## src/rtl/i2c_pkg.sv

```systemverilog
`default_nettype none
// +----------------------------------------------------------------------+
// | i2c_pkg : shared types and constants for the I2C target blocks       |
// | Rev 1.0                                                              |
// +----------------------------------------------------------------------+
package i2c_pkg;

  typedef enum logic [3:0] {
    S_IDLE      = 4'd0,
    S_ADDR      = 4'd1,
    S_ADDR_ACK  = 4'd2,
    S_PTR       = 4'd3,
    S_PTR_ACK   = 4'd4,
    S_WDATA     = 4'd5,
    S_WDATA_ACK = 4'd6,
    S_RDATA     = 4'd7,
    S_RDATA_ACK = 4'd8,
    S_IGNORE    = 4'd9
  } i2c_tgt_state_t;

  localparam logic I2C_ACK  = 1'b0;
  localparam logic I2C_NACK = 1'b1;

endpackage
`default_nettype wire

```

## src/rtl/i2c_bus_sync.sv

```systemverilog
`default_nettype none
// +----------------------------------------------------------------------+
// | i2c_bus_sync : SCL/SDA synchronizer with edge and START/STOP detect  |
// | Rev 1.0                                                              |
// +----------------------------------------------------------------------+
module i2c_bus_sync
  import i2c_pkg::*;
(
  input  logic clk,
  input  logic rst,
  input  logic scl_i,
  input  logic sda_i,
  output logic scl_rise,
  output logic scl_fall,
  output logic start_det,
  output logic stop_det,
  output logic sda_s
);

  logic [1:0] r_scl_sync;
  logic [1:0] r_sda_sync;
  logic       r_scl_prev;
  logic       r_sda_prev;
  logic       w_scl;
  logic       w_sda;

  assign w_scl = r_scl_sync[1];
  assign w_sda = r_sda_sync[1];
  // SDA aligned with the registered event strobes
  assign sda_s = r_sda_prev;

  // Idle-bus reset values keep the first cycles after reset free of phantom events
  always_ff @(posedge clk) begin
    if (rst) begin
      r_scl_sync <= 2'b11;
      r_sda_sync <= 2'b11;
      r_scl_prev <= 1'b1;
      r_sda_prev <= 1'b1;
      scl_rise   <= 1'b0;
      scl_fall   <= 1'b0;
      start_det  <= 1'b0;
      stop_det   <= 1'b0;
    end else begin
      r_scl_sync <= {r_scl_sync[0], scl_i};
      r_sda_sync <= {r_sda_sync[0], sda_i};
      r_scl_prev <= w_scl;
      r_sda_prev <= w_sda;
      scl_rise   <=  w_scl & ~r_scl_prev;
      scl_fall   <= ~w_scl &  r_scl_prev;
      start_det  <=  w_scl &  r_scl_prev &  r_sda_prev & ~w_sda;
      stop_det   <=  w_scl &  r_scl_prev & ~r_sda_prev &  w_sda;
    end
  end

endmodule
`default_nettype wire

```

## src/rtl/i2c_target_regs.sv

```systemverilog
`default_nettype none
// +----------------------------------------------------------------------+
// | i2c_target_regs : I2C target with auto-incrementing register file    |
// | Rev 1.0                                                              |
// +----------------------------------------------------------------------+
module i2c_target_regs
  import i2c_pkg::*;
#(
  parameter logic [6:0] TARGET_ADDR = 7'h34,
  parameter int         REG_DEPTH   = 16,
  localparam int        AW          = $clog2(REG_DEPTH)
) (
  input  logic          clk,
  input  logic          rst,
  input  logic          scl_i,
  input  logic          sda_i,
  output logic          sda_oe,
  input  logic          host_we,
  input  logic [AW-1:0] host_addr,
  input  logic [7:0]    host_wdata,
  output logic [7:0]    host_rdata,
  output logic          wr_valid,
  output logic [AW-1:0] wr_addr,
  output logic [7:0]    wr_data,
  output logic          busy
);

  logic w_scl_rise;
  logic w_scl_fall;
  logic w_start_det;
  logic w_stop_det;
  logic w_sda_s;

  i2c_bus_sync u_bus_sync (
    .clk       (clk),
    .rst       (rst),
    .scl_i     (scl_i),
    .sda_i     (sda_i),
    .scl_rise  (w_scl_rise),
    .scl_fall  (w_scl_fall),
    .start_det (w_start_det),
    .stop_det  (w_stop_det),
    .sda_s     (w_sda_s)
  );

  i2c_tgt_state_t r_state, w_state_nxt;
  logic [3:0]     r_bit_cnt, w_bit_cnt_nxt;
  logic [7:0]     r_shift, w_shift_nxt;
  logic [AW-1:0]  r_ptr, w_ptr_nxt;
  logic           r_sda_oe, w_sda_oe_nxt;
  logic           r_rw, w_rw_nxt;
  logic           r_first, w_first_nxt;
  logic           w_reg_we;
  logic [7:0]     w_byte;
  logic [7:0]     w_rd_byte;
  logic [AW-1:0]  w_ptr_inc;
  logic [7:0]     r_regs [REG_DEPTH];

  assign w_byte    = {r_shift[6:0], w_sda_s};
  assign w_rd_byte = r_regs[r_ptr];
  assign w_ptr_inc = r_ptr + AW'(1);
  assign sda_oe    = r_sda_oe;
  assign busy      = (r_state != S_IDLE);

  always_ff @(posedge clk) begin
    if (rst) begin
      r_state   <= S_IDLE;
      r_bit_cnt <= '0;
      r_shift   <= '0;
      r_ptr     <= '0;
      r_sda_oe  <= 1'b0;
      r_rw      <= 1'b0;
      r_first   <= 1'b0;
    end else begin
      r_state   <= w_state_nxt;
      r_bit_cnt <= w_bit_cnt_nxt;
      r_shift   <= w_shift_nxt;
      r_ptr     <= w_ptr_nxt;
      r_sda_oe  <= w_sda_oe_nxt;
      r_rw      <= w_rw_nxt;
      r_first   <= w_first_nxt;
    end
  end

  always_comb begin
    w_state_nxt   = r_state;
    w_bit_cnt_nxt = r_bit_cnt;
    w_shift_nxt   = r_shift;
    w_ptr_nxt     = r_ptr;
    w_sda_oe_nxt  = r_sda_oe;
    w_rw_nxt      = r_rw;
    w_first_nxt   = r_first;
    w_reg_we      = 1'b0;

    if (w_stop_det) begin
      w_state_nxt  = S_IDLE;
      w_sda_oe_nxt = 1'b0;
    end else if (w_start_det) begin
      w_state_nxt   = S_ADDR;
      w_bit_cnt_nxt = '0;
      w_sda_oe_nxt  = 1'b0;
      w_first_nxt   = 1'b0;
    end else begin
      case (r_state)
        S_ADDR, S_PTR, S_WDATA: begin
          if (w_scl_rise) begin
            w_shift_nxt   = w_byte;
            w_bit_cnt_nxt = r_bit_cnt + 4'd1;
            if (r_bit_cnt == 4'd7) begin
              w_bit_cnt_nxt = '0;
              if (r_state == S_ADDR) begin
                if (w_byte[7:1] == TARGET_ADDR) begin
                  w_rw_nxt    = w_byte[0];
                  w_state_nxt = S_ADDR_ACK;
                end else begin
                  w_state_nxt = S_IGNORE;
                end
              end else if (r_state == S_PTR) begin
                w_ptr_nxt   = w_byte[AW-1:0];
                w_state_nxt = S_PTR_ACK;
              end else begin
                w_reg_we    = 1'b1;
                w_ptr_nxt   = w_ptr_inc;
                w_state_nxt = S_WDATA_ACK;
              end
            end
          end
        end

        // First falling edge starts the ACK, the next one ends it
        S_ADDR_ACK, S_PTR_ACK, S_WDATA_ACK: begin
          if (w_scl_fall) begin
            if (!r_sda_oe) begin
              w_sda_oe_nxt = ~I2C_ACK;
            end else if (r_state == S_ADDR_ACK && r_rw) begin
              w_shift_nxt   = w_rd_byte;
              w_ptr_nxt     = w_ptr_inc;
              w_sda_oe_nxt  = ~w_rd_byte[7];
              w_bit_cnt_nxt = '0;
              w_state_nxt   = S_RDATA;
            end else begin
              w_sda_oe_nxt  = 1'b0;
              w_bit_cnt_nxt = '0;
              w_state_nxt   = (r_state == S_ADDR_ACK) ? S_PTR : S_WDATA;
            end
          end
        end

        S_RDATA: begin
          if (w_scl_rise) begin
            w_bit_cnt_nxt = r_bit_cnt + 4'd1;
          end else if (w_scl_fall) begin
            if (r_first) begin
              w_sda_oe_nxt = ~r_shift[7];
              w_first_nxt  = 1'b0;
            end else if (r_bit_cnt == 4'd8) begin
              w_sda_oe_nxt  = 1'b0;
              w_bit_cnt_nxt = '0;
              w_state_nxt   = S_RDATA_ACK;
            end else begin
              w_sda_oe_nxt = ~r_shift[6];
              w_shift_nxt  = {r_shift[6:0], 1'b0};
            end
          end
        end

        // Reload on the ACK rise; the first bit goes out on the following fall
        S_RDATA_ACK: begin
          if (w_scl_rise) begin
            if (w_sda_s == I2C_ACK) begin
              w_shift_nxt   = w_rd_byte;
              w_ptr_nxt     = w_ptr_inc;
              w_bit_cnt_nxt = '0;
              w_first_nxt   = 1'b1;
              w_state_nxt   = S_RDATA;
            end else begin
              w_state_nxt = S_IGNORE;
            end
          end
        end

        default: ;
      endcase
    end
  end

  // I2C write is applied last so it wins a same-index collision with the host
  always_ff @(posedge clk) begin
    if (rst) begin
      wr_valid   <= 1'b0;
      wr_addr    <= '0;
      wr_data    <= '0;
      host_rdata <= '0;
      for (int i = 0; i < REG_DEPTH; i++) begin
        r_regs[i] <= '0;
      end
    end else begin
      wr_valid <= w_reg_we;
      if (w_reg_we) begin
        wr_addr <= r_ptr;
        wr_data <= w_byte;
      end
      if (host_we) begin
        r_regs[host_addr] <= host_wdata;
      end
      if (w_reg_we) begin
        r_regs[r_ptr] <= w_byte;
      end
      host_rdata <= r_regs[host_addr];
    end
  end

endmodule
`default_nettype wire

```

## config.mk

```make
export PLATFORM = sky130hd
export DESIGN_NAME = i2c_target_regs
export DESIGN_NICKNAME = d
export VERILOG_FILES = /design/src/rtl/i2c_pkg.sv /design/src/rtl/i2c_bus_sync.sv /design/src/rtl/i2c_target_regs.sv
export SDC_FILE = /design/constraint.sdc
export NUM_CORES = 1
export LEC_CHECK = 0
export CORE_MARGIN = 3
export CORE_UTILIZATION = 30
export CTS_CLUSTER_SIZE = 20
export DETAILED_ROUTE_END_ITERATION = 16
export RECOVER_POWER = 25
export SETUP_SLACK_MARGIN = 0.05
export SYNTH_ARGS = -nofsm -noshare
export SYNTH_HDL_FRONTEND = slang
export SYNTH_SLANG_ARGS = --single-unit
```

## constraint.sdc

```tcl
create_clock -name clk -period 2.6 [get_ports clk]
set_input_delay 0.65 -clock clk [delete_from_list [all_inputs] [get_ports clk]]
set_output_delay 0.65 -clock clk [all_outputs]
set_load 0.02 [all_outputs]
```

==> reports/metrics.yaml <==
status: "completed"
diodes: 0
p_int_w: 0.00613
cts_resized: 0
max_stage_delay_ns: 0.58
cts_setup_buffers: 0
fill_cells: 3434
synth_nets: 1087
max_freq_mhz: 403
routed_wl_um: 34100
io_buffers: 39
nNetsFinal: 1141
finalSetupTns_ns: 0
p_sw_w: 0.00327
yosys_most_used_dff: "edfxtp_1"
crit_path_start_kind: "input pin"
dp_hpwl_um: 25600
power.density_nw_per_um2: 745
criticalPathCategory: "input pin to register"
leakage_nw: 4.18
hp-class: "register to register"
cp_cell_sequence: "clkbuf_1, clkbuf_2, mux4_2, mux4_2, and2_0"
path_buf_inv: 2
cp-end-kind: "register"
dpl.cell_count: 1554
regToRegStartpoint: "r_bit_cnt[0]"
postSynthAreaPerCell_sq_um: 10.1
yosys-top-cells-count: "nand2_1, o21ai_0, edfxtp_1"
critical_path.top_delay_family: "multiplexers"
worstRegToRegCells: 6
detail-route-antenna-nets: 0
crit_top_cell: "mux4_2"
grt_antenna_before_repair: 0
ys_seq_area_share_pct: 46.8
timing.rr.end: "r_regs[1][2]"
cts.sinks: 186
synthDominantCellAreaShare_pct: 35.9
first_pass_iters: 5
grt_usage_pct: 17.9
wl_per_cell_um: 21.5
place_area_sq_um: 12100
path_clk_slew_ns: 0.07
rrSetupSlack_ns: 0.21
final_cell_count_no_fill: 1586
ys_warn_count: 0
syn_inst: 1064
yosys.area.top_type: "edfxtp_1"
drc: 0
finalHoldViolations: 0
yosysMostFrequentCell: "nand2_1"
area_delta_synth_final_pct: 17.9
die_area_sq_um: 38000
root_buffer: "clkbuf_16"
skew_ns: 0.0129
grt_setup_unrepaired: "false"
insertion_delay_ns: 0.45
grt_max_degree: 30
worst_pin_slew_ns: 1.20
clock_path_buffers: 2
maxSlewViolCount: 0
max-vdd-ir-drop_mv: 0.445
synth-seq-cells: 186
cts_hold_buf: 0
gp_congestion: 0.933
slew_headroom_pct: 20.3
synth_edf_count: 128
viasPerCell: 5.47
pre_cts_ws_ns: -0.0268
maxCapViolations: 0
crit_start: "host_addr[0]"
syn_area_sq_um: 10700
fp.dieW_um: 195
worstPathArrival_ns: 2.81
io_pins: 40
cts_tree: "yes"
p_clk_share_pct: 29.6
worst_hold_path.num_cells: 1
route.vias.total: 8676
grt_pass1_vias: 8376
start_util_pct: 30.7
htreeDepth: 4
seqPwrFrac_pct: 39.0
synthArstFlopShare_pct: 0
fin_crit_sh_pct: 95.5
cts_buffers: 17
p_sw_share_pct: 34.8
worstPathRequired_ns: 2.93
grt_pass1_wl_um: 52000
worstPathMaxFanout: 13
drive_gt1_share_pct: 19.3
die_h_um: 195
post-route-util_pct: 36.2
endpoint: "host_rdata[1]"
drtIter0Drc: 881
core_sq_um: 34900
finalInstanceArea_sq_um: 12600
setup_slack_ns: 0.117
synthTopCellsByArea: "edfxtp_1, mux4_2, dfxtp_1"
rows: 68
p_comb_share_pct: 31.5
crit_path_top_delay_cell: "mux4_2"
final-setup-viol-count: 0
min_period_ns: 2.48
path_depth: 5
grt_overflow: 0
yosysUniqueCellTypes: 59
-- cell type report --
class / instances / area [sq um] / share of cell area (%)
Inverter: 24 / 90.1 / 0.714
Timing Repair Buffer: 142 / 1210 / 9.58
Clock buffer: 18 / 429 / 3.40
Clock inverter: 14 / 184 / 1.46
Multi-Input combinational cell: 747 / 5130 / 40.7
Sequential cell: 186 / 5010 / 39.7
Tap cell: 455 / 569 / 4.51
-- cell families after synthesis --
family | synth area share (%)
compound gates | 11.8
xor+xnor | 0.0818
fa+ha+maj | 0.701
buf+inv | 5.20
flops | 46.8
mux | 16.8
simple gates | 18.7
-- power by group through the flow --
stage               sequential [W]  clock (W)  combinational [W]
CTS                        0.00366    0.00281            0.00294
floorplan                  0.00357          0            0.00198
finish                     0.00366    0.00278            0.00296
global placement           0.00372          0            0.00291
global route               0.00369    0.00293            0.00316
detailed placement         0.00372          0            0.00292
-- registers in the layout (all words and copies together), names as in the netlist, 2 cells and up, named ones only --
register and cells:
wr_data 8, host_rdata 8, u_bus_sync.r_scl_sync 2, r_regs 128
u_bus_sync.r_sda_sync 2, r_ptr 4, r_state 4, r_bit_cnt 4
r_shift 8, wr_addr 4
-- metrics by stage --
step / hold WS (ns) / power, W
floorplan: 0.389 / 0.00555
global placement: 0.392 / 0.00662
detailed placement: 0.393 / 0.00664
CTS: 0.410 / 0.00941
global route: 0.423 / 0.00979
finish: 0.408 / 0.00940
-- layer usage --
layer	track usage, %	part of all wire, %
met1	24.5	42
met2	28.2	46
met3	3.71	8.8
met4	6.44	2.9
met5	0	0
-- how the worst min path moves through the flow --
stage	slack, ns	end	from
5_1_grt	0.42	u_bus_sync.r_sda_sync[1]	u_bus_sync.r_sda_sync[0]
3_3_place_gp	0.39	u_bus_sync.r_scl_sync[1]	u_bus_sync.r_scl_sync[0]
6_report	0.41	u_bus_sync.r_scl_sync[1]	u_bus_sync.r_scl_sync[0]
2_1_floorplan	0.39	u_bus_sync.r_scl_sync[1]	u_bus_sync.r_scl_sync[0]
3_5_place_dp	0.39	u_bus_sync.r_scl_sync[1]	u_bus_sync.r_scl_sync[0]
4_1_cts	0.41	u_bus_sync.r_scl_sync[1]	u_bus_sync.r_scl_sync[0]
-- cells in the final DEF, fill, tap and decap left out, types with 4 or more instances in the layout --
cell type and instances:
a21oi_1 23, o31ai_1 4, and2_0 4, a311oi_1 5
a22oi_1 4, o21ai_0 134, nand4_1 7, buf_4 88
clkbuf_16 17, a31oi_1 12, and4_1 4, a211oi_1 9
mux4_2 73, nor3_1 16, nor2b_1 9, buf_12 7
inv_1 23, dfxtp_1 57, or2_2 6, inv_6 4
ha_1 6, or3_1 15, clkdlybuf4s50_1 13, and2_1 6
nor2_1 33, clkbuf_1 8, edfxtp_1 128, nand3b_1 4
and3_1 16, nand2b_1 7, nand3_1 52, o221a_2 4
nand2_1 244, mux2i_1 14, dlygate4sd3_1 22
Note: power is estimated with default switching activity, not from simulation.
